$ cat src/rtl/fdtd_mem_wt_burst.sv
// fdtd_mem_wt_burst: AXI4 write master that buffers a word stream and splits a job into INCR bursts.
// Define FDTD_WT_4K_SPLIT_EN to also cap each burst at the next 4 KB boundary.
module fdtd_mem_wt_burst #(
  parameter int AXI4_ADDR_WIDTH = 32,
  parameter int AXI4_DATA_WIDTH = 32,
  parameter int AXI4_ID_WIDTH = 16,
  parameter int AXI4_USER_WIDTH = 10,
  parameter int FIFO_DEPTH = 16,
  parameter int MAX_BURST = 16
) (
  input  logic ACLK,
  input  logic ARESET,
  output logic [AXI4_ID_WIDTH-1:0] AWID_o,
  output logic [AXI4_ADDR_WIDTH-1:0] AWADDR_o,
  output logic [7:0] AWLEN_o,
  output logic [2:0] AWSIZE_o,
  output logic [1:0] AWBURST_o,
  output logic AWLOCK_o,
  output logic [3:0] AWCACHE_o,
  output logic [2:0] AWPROT_o,
  output logic [3:0] AWQOS_o,
  output logic [3:0] AWREGION_o,
  output logic [AXI4_USER_WIDTH-1:0] AWUSER_o,
  output logic AWVALID_o,
  input  logic AWREADY_i,
  output logic [AXI4_DATA_WIDTH-1:0] WDATA_o,
  output logic [AXI4_DATA_WIDTH/8-1:0] WSTRB_o,
  output logic WLAST_o,
  output logic [AXI4_USER_WIDTH-1:0] WUSER_o,
  output logic WVALID_o,
  input  logic WREADY_i,
  input  logic [AXI4_ID_WIDTH-1:0] BID_i,
  input  logic [1:0] BRESP_i,
  input  logic [AXI4_USER_WIDTH-1:0] BUSER_i,
  input  logic BVALID_i,
  output logic BREADY_o,
  input  logic cmd_valid_i,
  output logic cmd_ready_o,
  input  logic [AXI4_ADDR_WIDTH-1:0] cmd_addr_i,
  input  logic [15:0] cmd_len_i,
  input  logic wdata_valid_i,
  output logic wdata_ready_o,
  input  logic [AXI4_DATA_WIDTH-1:0] wdata_i,
  output logic busy_o,
  output logic done_o,
  output logic err_o
);
  localparam int BYTES = AXI4_DATA_WIDTH / 8;
  localparam int SZ = $clog2(BYTES);
  localparam int PW = $clog2(FIFO_DEPTH);
  typedef enum logic [1:0] {IDLE, AW, W, B} state_t;
  state_t st, nxt;
  logic [AXI4_DATA_WIDTH-1:0] mem [FIFO_DEPTH];
  logic [PW:0] wp, rp;
  logic [AXI4_ADDR_WIDTH-1:0] addr_q;
  logic [15:0] rem_q;
  logic [8:0] cnt, beats;
  logic [16:0] lim, beats_w;
  logic empty, push, pop, acc, aw_hs, b_hs;
  logic unused;
  assign unused = ^{BID_i, BUSER_i, BRESP_i[0], beats_w[16:9]};
  assign empty = wp == rp;
  assign wdata_ready_o = !(wp[PW] != rp[PW] && wp[PW-1:0] == rp[PW-1:0]);
  assign push = wdata_valid_i && wdata_ready_o;
  assign pop = WVALID_o && WREADY_i;
  assign acc = cmd_valid_i && cmd_ready_o;
  assign aw_hs = AWVALID_o && AWREADY_i;
  assign b_hs = BVALID_i && BREADY_o;
  assign cmd_ready_o = st == IDLE;
  assign busy_o = st != IDLE;
  assign AWVALID_o = st == AW;
  assign WVALID_o = st == W && !empty;
  assign WLAST_o = WVALID_o && cnt == 9'd1;
  assign BREADY_o = st == B;
  assign WDATA_o = mem[rp[PW-1:0]];
  assign AWID_o = '0;
  assign AWADDR_o = addr_q;
  assign AWLEN_o = 8'(beats - 9'd1);
  assign AWSIZE_o = 3'(SZ);
  assign AWBURST_o = 2'b01;
  assign AWLOCK_o = 1'b0;
  assign AWCACHE_o = 4'd0;
  assign AWPROT_o = 3'd0;
  assign AWQOS_o = 4'd0;
  assign AWREGION_o = 4'd0;
  assign AWUSER_o = '0;
  assign WSTRB_o = '1;
  assign WUSER_o = '0;
`ifdef FDTD_WT_4K_SPLIT_EN
  logic [12:0] pg;
  assign pg = (13'd4096 - {1'b0, addr_q[11:0]}) >> SZ;
  assign lim = {4'd0, pg} < 17'(MAX_BURST) ? {4'd0, pg} : 17'(MAX_BURST);
`else
  assign lim = 17'(MAX_BURST);
`endif
  assign beats_w = {1'b0, rem_q} < lim ? {1'b0, rem_q} : lim;
  assign beats = beats_w[8:0];
  always_comb begin
    nxt = st;
    case (st)
      IDLE: nxt = cmd_valid_i && cmd_len_i != 16'd0 ? AW : IDLE;
      AW: nxt = AWREADY_i ? W : AW;
      W: nxt = pop && WLAST_o ? B : W;
      B: nxt = BVALID_i ? (rem_q != 16'd0 ? AW : IDLE) : B;
      default: nxt = IDLE;
    endcase
  end
  always_ff @(posedge ACLK)
    if (push) mem[wp[PW-1:0]] <= wdata_i;
  // Reset drops any burst in flight; the FIFO is emptied through its pointers.
  always_ff @(posedge ACLK) begin
    if (ARESET) begin
      st <= IDLE;
      wp <= '0;
      rp <= '0;
      addr_q <= '0;
      rem_q <= '0;
      cnt <= '0;
      done_o <= 1'b0;
      err_o <= 1'b0;
    end else begin
      st <= nxt;
      done_o <= (acc && cmd_len_i == 16'd0) || (b_hs && rem_q == 16'd0);
      if (push) wp <= wp + 1'b1;
      if (pop) rp <= rp + 1'b1;
      if (pop) cnt <= cnt - 9'd1;
      if (acc) begin
        addr_q <= cmd_addr_i & ~AXI4_ADDR_WIDTH'(BYTES - 1);
        rem_q <= cmd_len_i;
      end
      if (aw_hs) begin
        addr_q <= addr_q + (AXI4_ADDR_WIDTH'(beats) << SZ);
        rem_q <= rem_q - 16'(beats);
        cnt <= beats;
      end
      if (acc) err_o <= 1'b0;
      else if (b_hs && BRESP_i[1]) err_o <= 1'b1;
    end
  end
endmodule

$ cat config.mk
export PLATFORM = sky130hd
export DESIGN_NAME = fdtd_mem_wt_burst
export DESIGN_NICKNAME = d
export VERILOG_FILES = /design/src/rtl/fdtd_mem_wt_burst.sv
export SDC_FILE = /design/constraint.sdc
export NUM_CORES = 1
export LEC_CHECK = 0
export CORE_MARGIN = 2
export CORE_UTILIZATION = 30
export DETAILED_ROUTE_END_ITERATION = 10
export DONT_BUFFER_PORTS = 1
export HOLD_SLACK_MARGIN = 0.1
export SLEW_MARGIN = 25
export SYNTH_ARGS = -nofsm -noshare
export SYNTH_HDL_FRONTEND = slang
export SYNTH_SLANG_ARGS = --single-unit
export TNS_END_PERCENT = 5
$ cat constraint.sdc
create_clock -name ACLK -period 7 [get_ports ACLK]
set_input_delay 1.4 -clock ACLK [delete_from_list [all_inputs] [get_ports ACLK]]
set_output_delay 1.4 -clock ACLK [all_outputs]
set_load 0.1 [all_outputs]
Word-level counts from Yosys, hierarchy flattened
Memories as Yosys holds them, arrays and structs flattened. A register that Yosys moved wholly into a read port is not among the register bits.
Cells that the tools add are included.
{"block": "totals", "in_bits": 115, "elab_cells": 65, "n_memories": 1, "register_bits": 71, "out_inout_bits": 142, "ram_bits": 512}
{"block": "op_classes", "addsub": 6, "reduce_logical": 25, "eq_ne": 7, "mux": 17, "order_cmp": 1}
{"memory": "mem", "words": 16, "width": 32, "read_ports": 1, "rd_clocked_by_memory_dff": 1, "wr": 1, "line_no": "53", "source": "logic [AXI4_DATA_WIDTH-1:0] mem [FIFO_DEPTH];"}
{"operator": "$mux 32", "count": 2}
{"operator": "$add 32x11->32", "count": 1}
{"operator": "$logic_not 16->1", "count": 2}
{"operator": "$mux 16", "count": 2}
{"operator": "$reduce_bool 16->1", "count": 2}
{"operator": "$mux 9", "count": 3}
{"operator": "$lt 16x5->1 const B", "count": 1}
{"operator": "$sub 16x9->16", "count": 1}
{"operator": "$logic_and 1x1->1", "count": 13}
{"operator": "$add 5x1->5 const B", "count": 2}
{"operator": "$eq 9x1->1 const B", "count": 1}
{"operator": "$sub 9x1->9 const B", "count": 1}
{"operator": "$mux 4", "count": 2}
{"operator": "$pmux 2 s4", "count": 1}
{"operator": "$sub 8x1->8 const B", "count": 1}
{"operator": "$reduce_bool 2->1", "count": 3}
{"operator": "$eq 5x5->1", "count": 1}
{"operator": "$mux 1", "count": 5}
{"operator": "$eq 2x2->1 const B", "count": 2}
{"operator": "$eq 4x4->1", "count": 1}
{"operator": "$mux 2", "count": 2}
{"operator": "$eq 2x1->1 const B", "count": 1}
{"operator": "$logic_not 1->1", "count": 2}
{"operator": "$logic_not 2->1", "count": 1}
{"operator": "other kinds (3)", "count": 3}

Longest topological paths before layout
{"block": "depth", "depth_word": 7, "depth_mapped": 12, "mapped_depth_nobuf": 10}

Least setup slack after synthesis
Ideal clock, no wire load.
{"block": "synth_timing", "path_kind": "flip-flop to output port", "from": "register rem_q[4]", "to": "output AWLEN_o[4]", "n_path_buf": 1, "path_slack_ps": 1057, "t_arrival_ps": 4543, "t_required_ps": 5600, "path_stages_with_launch": 9, "cell_sequence": "dfxtp_1 > nor4_1 > nor4b_4 > buf_6 > and2_4 > inv_1 > ha_1 > nor4b_2 > o21bai_1"}
{"block": "synth_via", "elab_chain_len": 3}
{"item": "from (decl)", "line_no": "56", "source": "logic [15:0] rem_q;"}
{"item": "from (signal assigned)", "line_no": "129", "source": "rem_q <= cmd_len_i;"}
{"item": "from (signal assigned)", "line_no": "133", "source": "rem_q <= rem_q - 16'(beats);"}
{"item": "$lt 16x5->1", "line_no": "96", "source": "assign beats_w = {1'b0, rem_q} < lim ? {1'b0, rem_q} : lim;"}
{"item": "$mux 9 (*)", "line_no": "96"}
{"item": "$sub 8x1->8 (*)", "line_no": "78", "source": "assign AWLEN_o = 8'(beats - 9'd1);"}
{"item": "to (decl)", "line_no": "15", "source": "output logic [7:0] AWLEN_o,"}
Mark *: on every way between the ends. The rest lies on a longest branch, timed or not.

Final worst setup path
{"block": "layout_timing", "from": "register rem_q[8]", "to": "output AWLEN_o[4]"}
{"block": "layout_via", "elab_chain_len": 3}
{"item": "$lt 16x5->1", "line_no": "96"}
{"item": "$mux 9", "line_no": "96"}
{"item": "$sub 8x1->8", "line_no": "78"}
No other way between the ends.

==> reports/metrics.yaml <==
run_status:
  outcome: "finished, final reports clean"
timing:
  period_needed_ns: 5.38
  maxSlewHeadroom: 0.255
  maxSlewViolCount: 0
  max_freq_mhz: 186
  setup-violations-final: 0
  finalHoldViolations: 0
  final.setup.tns_ns: 0
  finalCritPeriodShare: 0.768
  worst_pin_slew_ns: 1.12
  skew_ns: 0.0166
  rsz0062_at_grt: "false"
power:
  p_clk_frac: 0.390
  leakage_uw: 0.00838
  internal_power_uw: 5630
  ir_worst_vdd_v: 0.000214
  p_per_area_nw_per_um2: 278
  pwr-share-comb: 0.087
  swShare: 0.261
  seqPwrFrac: 0.524
  power.switching_uw: 1990
cts:
  cts_inserted_buffers: 58
  cts_tree: "built"
  clk_pin_slew_ns: 0.07
  root_buffer: "clkbuf_16"
  postCtsSetupBuffers: 0
  clock-sinks: 585
  clockBufferDepth: 3
  post_cts_resized: 0
  htree_levels: 2
  postCtsHoldBufs: 0
  clock_latency_ns: 0.63
synthesis:
  synth_cell_type_count: 82
  async_reset_ff_frac: 0
  ys.flop_type: "edfxtp_1"
  synth-seq-cells: 585
  synth_area_leader_cell: "edfxtp_1"
  synth_most_common_cell: "edfxtp_1"
  ys_seq_area_frac: 0.690
  synthTopCellsByCount: "edfxtp_1, mux4_2, dfxtp_1, buf_4, nand2_1"
  syn-instance-count: 1374
  yosysWarnings: 0
  ys_top_cells_by_area: "edfxtp_1, mux4_2, dfxtp_1"
  synth-edff-count: 512
  netlist_area_sq_um: 24400
  yosysTopAreaCellShare: 0.630
  synth.avg_cell_area_sq_um: 17.8
grt:
  grt_max_degree: 77
  antenna_found_initial: 0
  grt_pass1_vias: 13077
  grt_pass1_wl_mm: 83.0
  gr-usage-all-layers: 0.133
  overflow: 0
critical_path:
  path_max_fanout: 15
  critPathCapture: "AWLEN_o[4]"
  reg2reg_from: "rem_q[8]$_SDFFE_PP0P_"
  r2r_end: "AWADDR_o[30]$_SDFFE_PP0P_"
  crit_path_start: "rem_q[8]$_SDFFE_PP0P_"
  cp_slowest_cell: "or4_4"
  criticalPathCategory: "flop to primary output"
  slowest_delay_ns: 0.61
  path_cells: "or4_4 > nor4b_4 > buf_4 > and2_4 > inv_1 > ha_1 > nor4b_4 > buf_4 > o21bai_4"
  cp-end-kind: "primary output"
  critPathLaunchType: "flop"
  r2r_cells: 10
  crit_arrival_ns: 3.98
  reg2reg_slack_ns: 3.30
  worstPathRequired_ns: 5.60
placement:
  dp_hpwl_mm: 31.5
  routabilityCongestion: 0.825
  io_buffers: 0
  numPlacedInstances: 2394
detailed_routing:
  vias: 12585
  vias_per_cell: 5.03
  dr.pass1.iters: 5
  drt_wl_total_mm: 56.4
  post_drt_wl_per_cell_microns: 22.5
  drt_iter0_markers: 864
  drc: 0
  drtAntennaViolNets: 0
floorplan:
  fp.coreArea_sq_um: 80500
  pin_count: 257
  initial_utilization: 0.303
  row_count: 104
  dieHeight_microns: 289
  die_w_microns: 289
  dieArea_sq_um: 83700
final_layout:
  nets: 1529
  fin_util: 0.340
  num_antenna_cells: 0
  areaGrowthSynthToFinish_pct: 12.2
  fillers: 7559
  stdcell_count: 2502
  drive_above_1_share: 0.236
flow_run:
  cap_viol_max_count: 0
hold_path:
  min-delay-start: "cnt[6]$_SDFFE_PP0P_"
  worstHoldPathType: "flop to flop"
## critical path, delay by kind of cell (launching register included)
| kind | cells | cell delay, ns |
|---|---|---|
| AO/OA/AOI/OAI | 1 | 0.38 |
| adder cells (fa/ha/maj) | 1 | 0.50 |
| buffers and inverters | 3 | 0.89 |
| flip-flops | 1 | 0.36 |
| AND/OR/NAND/NOR | 4 | 1.19 |
## cells by family (layout without fill, tap and decap cells)
| group | Yosys count | count (layout) | share of synthesized area |
|---|---|---|---|
| AO/OA/AOI/OAI | 163 | 163 | 0.0481 |
| XOR/XNOR | 21 | 21 | 0.00754 |
| adder cells (fa/ha/maj) | 19 | 19 | 0.0100 |
| buffers and inverters | 158 | 160 | 0.0358 |
| flip-flops | 585 | 585 | 0.690 |
| multiplexers | 168 | 168 | 0.151 |
| other | 2 | 68 | 0.000308 |
| AND/OR/NAND/NOR | 258 | 258 | 0.0575 |
## power by group through the flow
stage                     logic, uW  registers (uW)  clock network (uW)
after floorplan                 595            4060                   0
after global placement          651            4060                   0
after detailed placement        659            4070                   0
after CTS                       662            3990                3040
after global routing            695            4000                3180
final                           659            3990                2970
## layout by cell type, fill, tap and decap left out, types with 10 or more instances in the layout
cell type,Yosys,routed
edfxtp_1,512,512
mux4_2,160,160
conb_1,2,68
dfxtp_1,73,60
clkbuf_16,0,58
nand2_1,55,55
nor2_1,53,50
a21oi_1,38,38
buf_4,64,31
nor3_1,20,19
inv_1,19,18
ha_1,18,18
clkinv_1,0,18
a31oi_1,17,17
nand3_1,16,16
o21ai_0,15,15
and3_2,0,13
or3_1,12,12
a22oi_1,12,12
dfxtp_2,0,11
or4_1,11,11
nor4_1,10,10
xnor2_1,10,10
xor2_1,11,10
nand4_1,10,10
clkinv_2,0,10
## per-stage QoR
step / hold slack, ns / area (sq um) / worst slack [ns] / total power [uW]
2_1_floorplan: 0.447 / 24700 / 1.06 / 4650
3_3_place_gp: 0.459 / 25500 / 2.17 / 4710
3_5_place_dp: 0.481 / 25500 / 2.28 / 4730
4_1_cts: 0.492 / 27400 / 1.57 / 7700
5_1_grt: 0.510 / 27400 / 1.49 / 7880
6_report: 0.485 / 27400 / 1.62 / 7620
## flip-flops by register name, summed over array words and instances, names as in the netlist, named ones only
register and count:
AWADDR_o 30, cnt 9, done_o 1, err_o 1, mem 512, rem_q 16, rp 5, st 2
wp 5
## layer usage
metal  part of all wire  wire length [microns]  up-vias  track usage
met2               0.51                  29000      358        0.236
met5                  0                      0        -            0
met1               0.39                  22000     6635        0.158
met3              0.078                   4410       74       0.0387
li1                   -                      -     5518            -
met4              0.018                   1040        0       0.0326
## worst min-delay path by stage
stage / endpoint / slack (ns) / cells past startpoint
floorplan: cnt[6]$_SDFFE_PP0P_ / 0.45 / 2
global placement: cnt[6]$_SDFFE_PP0P_ / 0.46 / 2
detailed placement: cnt[6]$_SDFFE_PP0P_ / 0.48 / 2
CTS: cnt[6]$_SDFFE_PP0P_ / 0.49 / 2
global route: cnt[7]$_SDFFE_PP0P_ / 0.51 / 2
finish: cnt[6]$_SDFFE_PP0P_ / 0.49 / 2
## area by class of cell
cell class	count	area, sq um	share of cell area
clock buffer	65	1480	0.0540
clock inverter	42	352	0.0128
inverter	20	75.1	0.00274
multi-input combinational	697	7020	0.256
sequential	585	16900	0.616
tap	1060	1330	0.0484
timing repair buffer	33	273	0.00996
No activity file was read; power rests on OpenSTA's default activity.
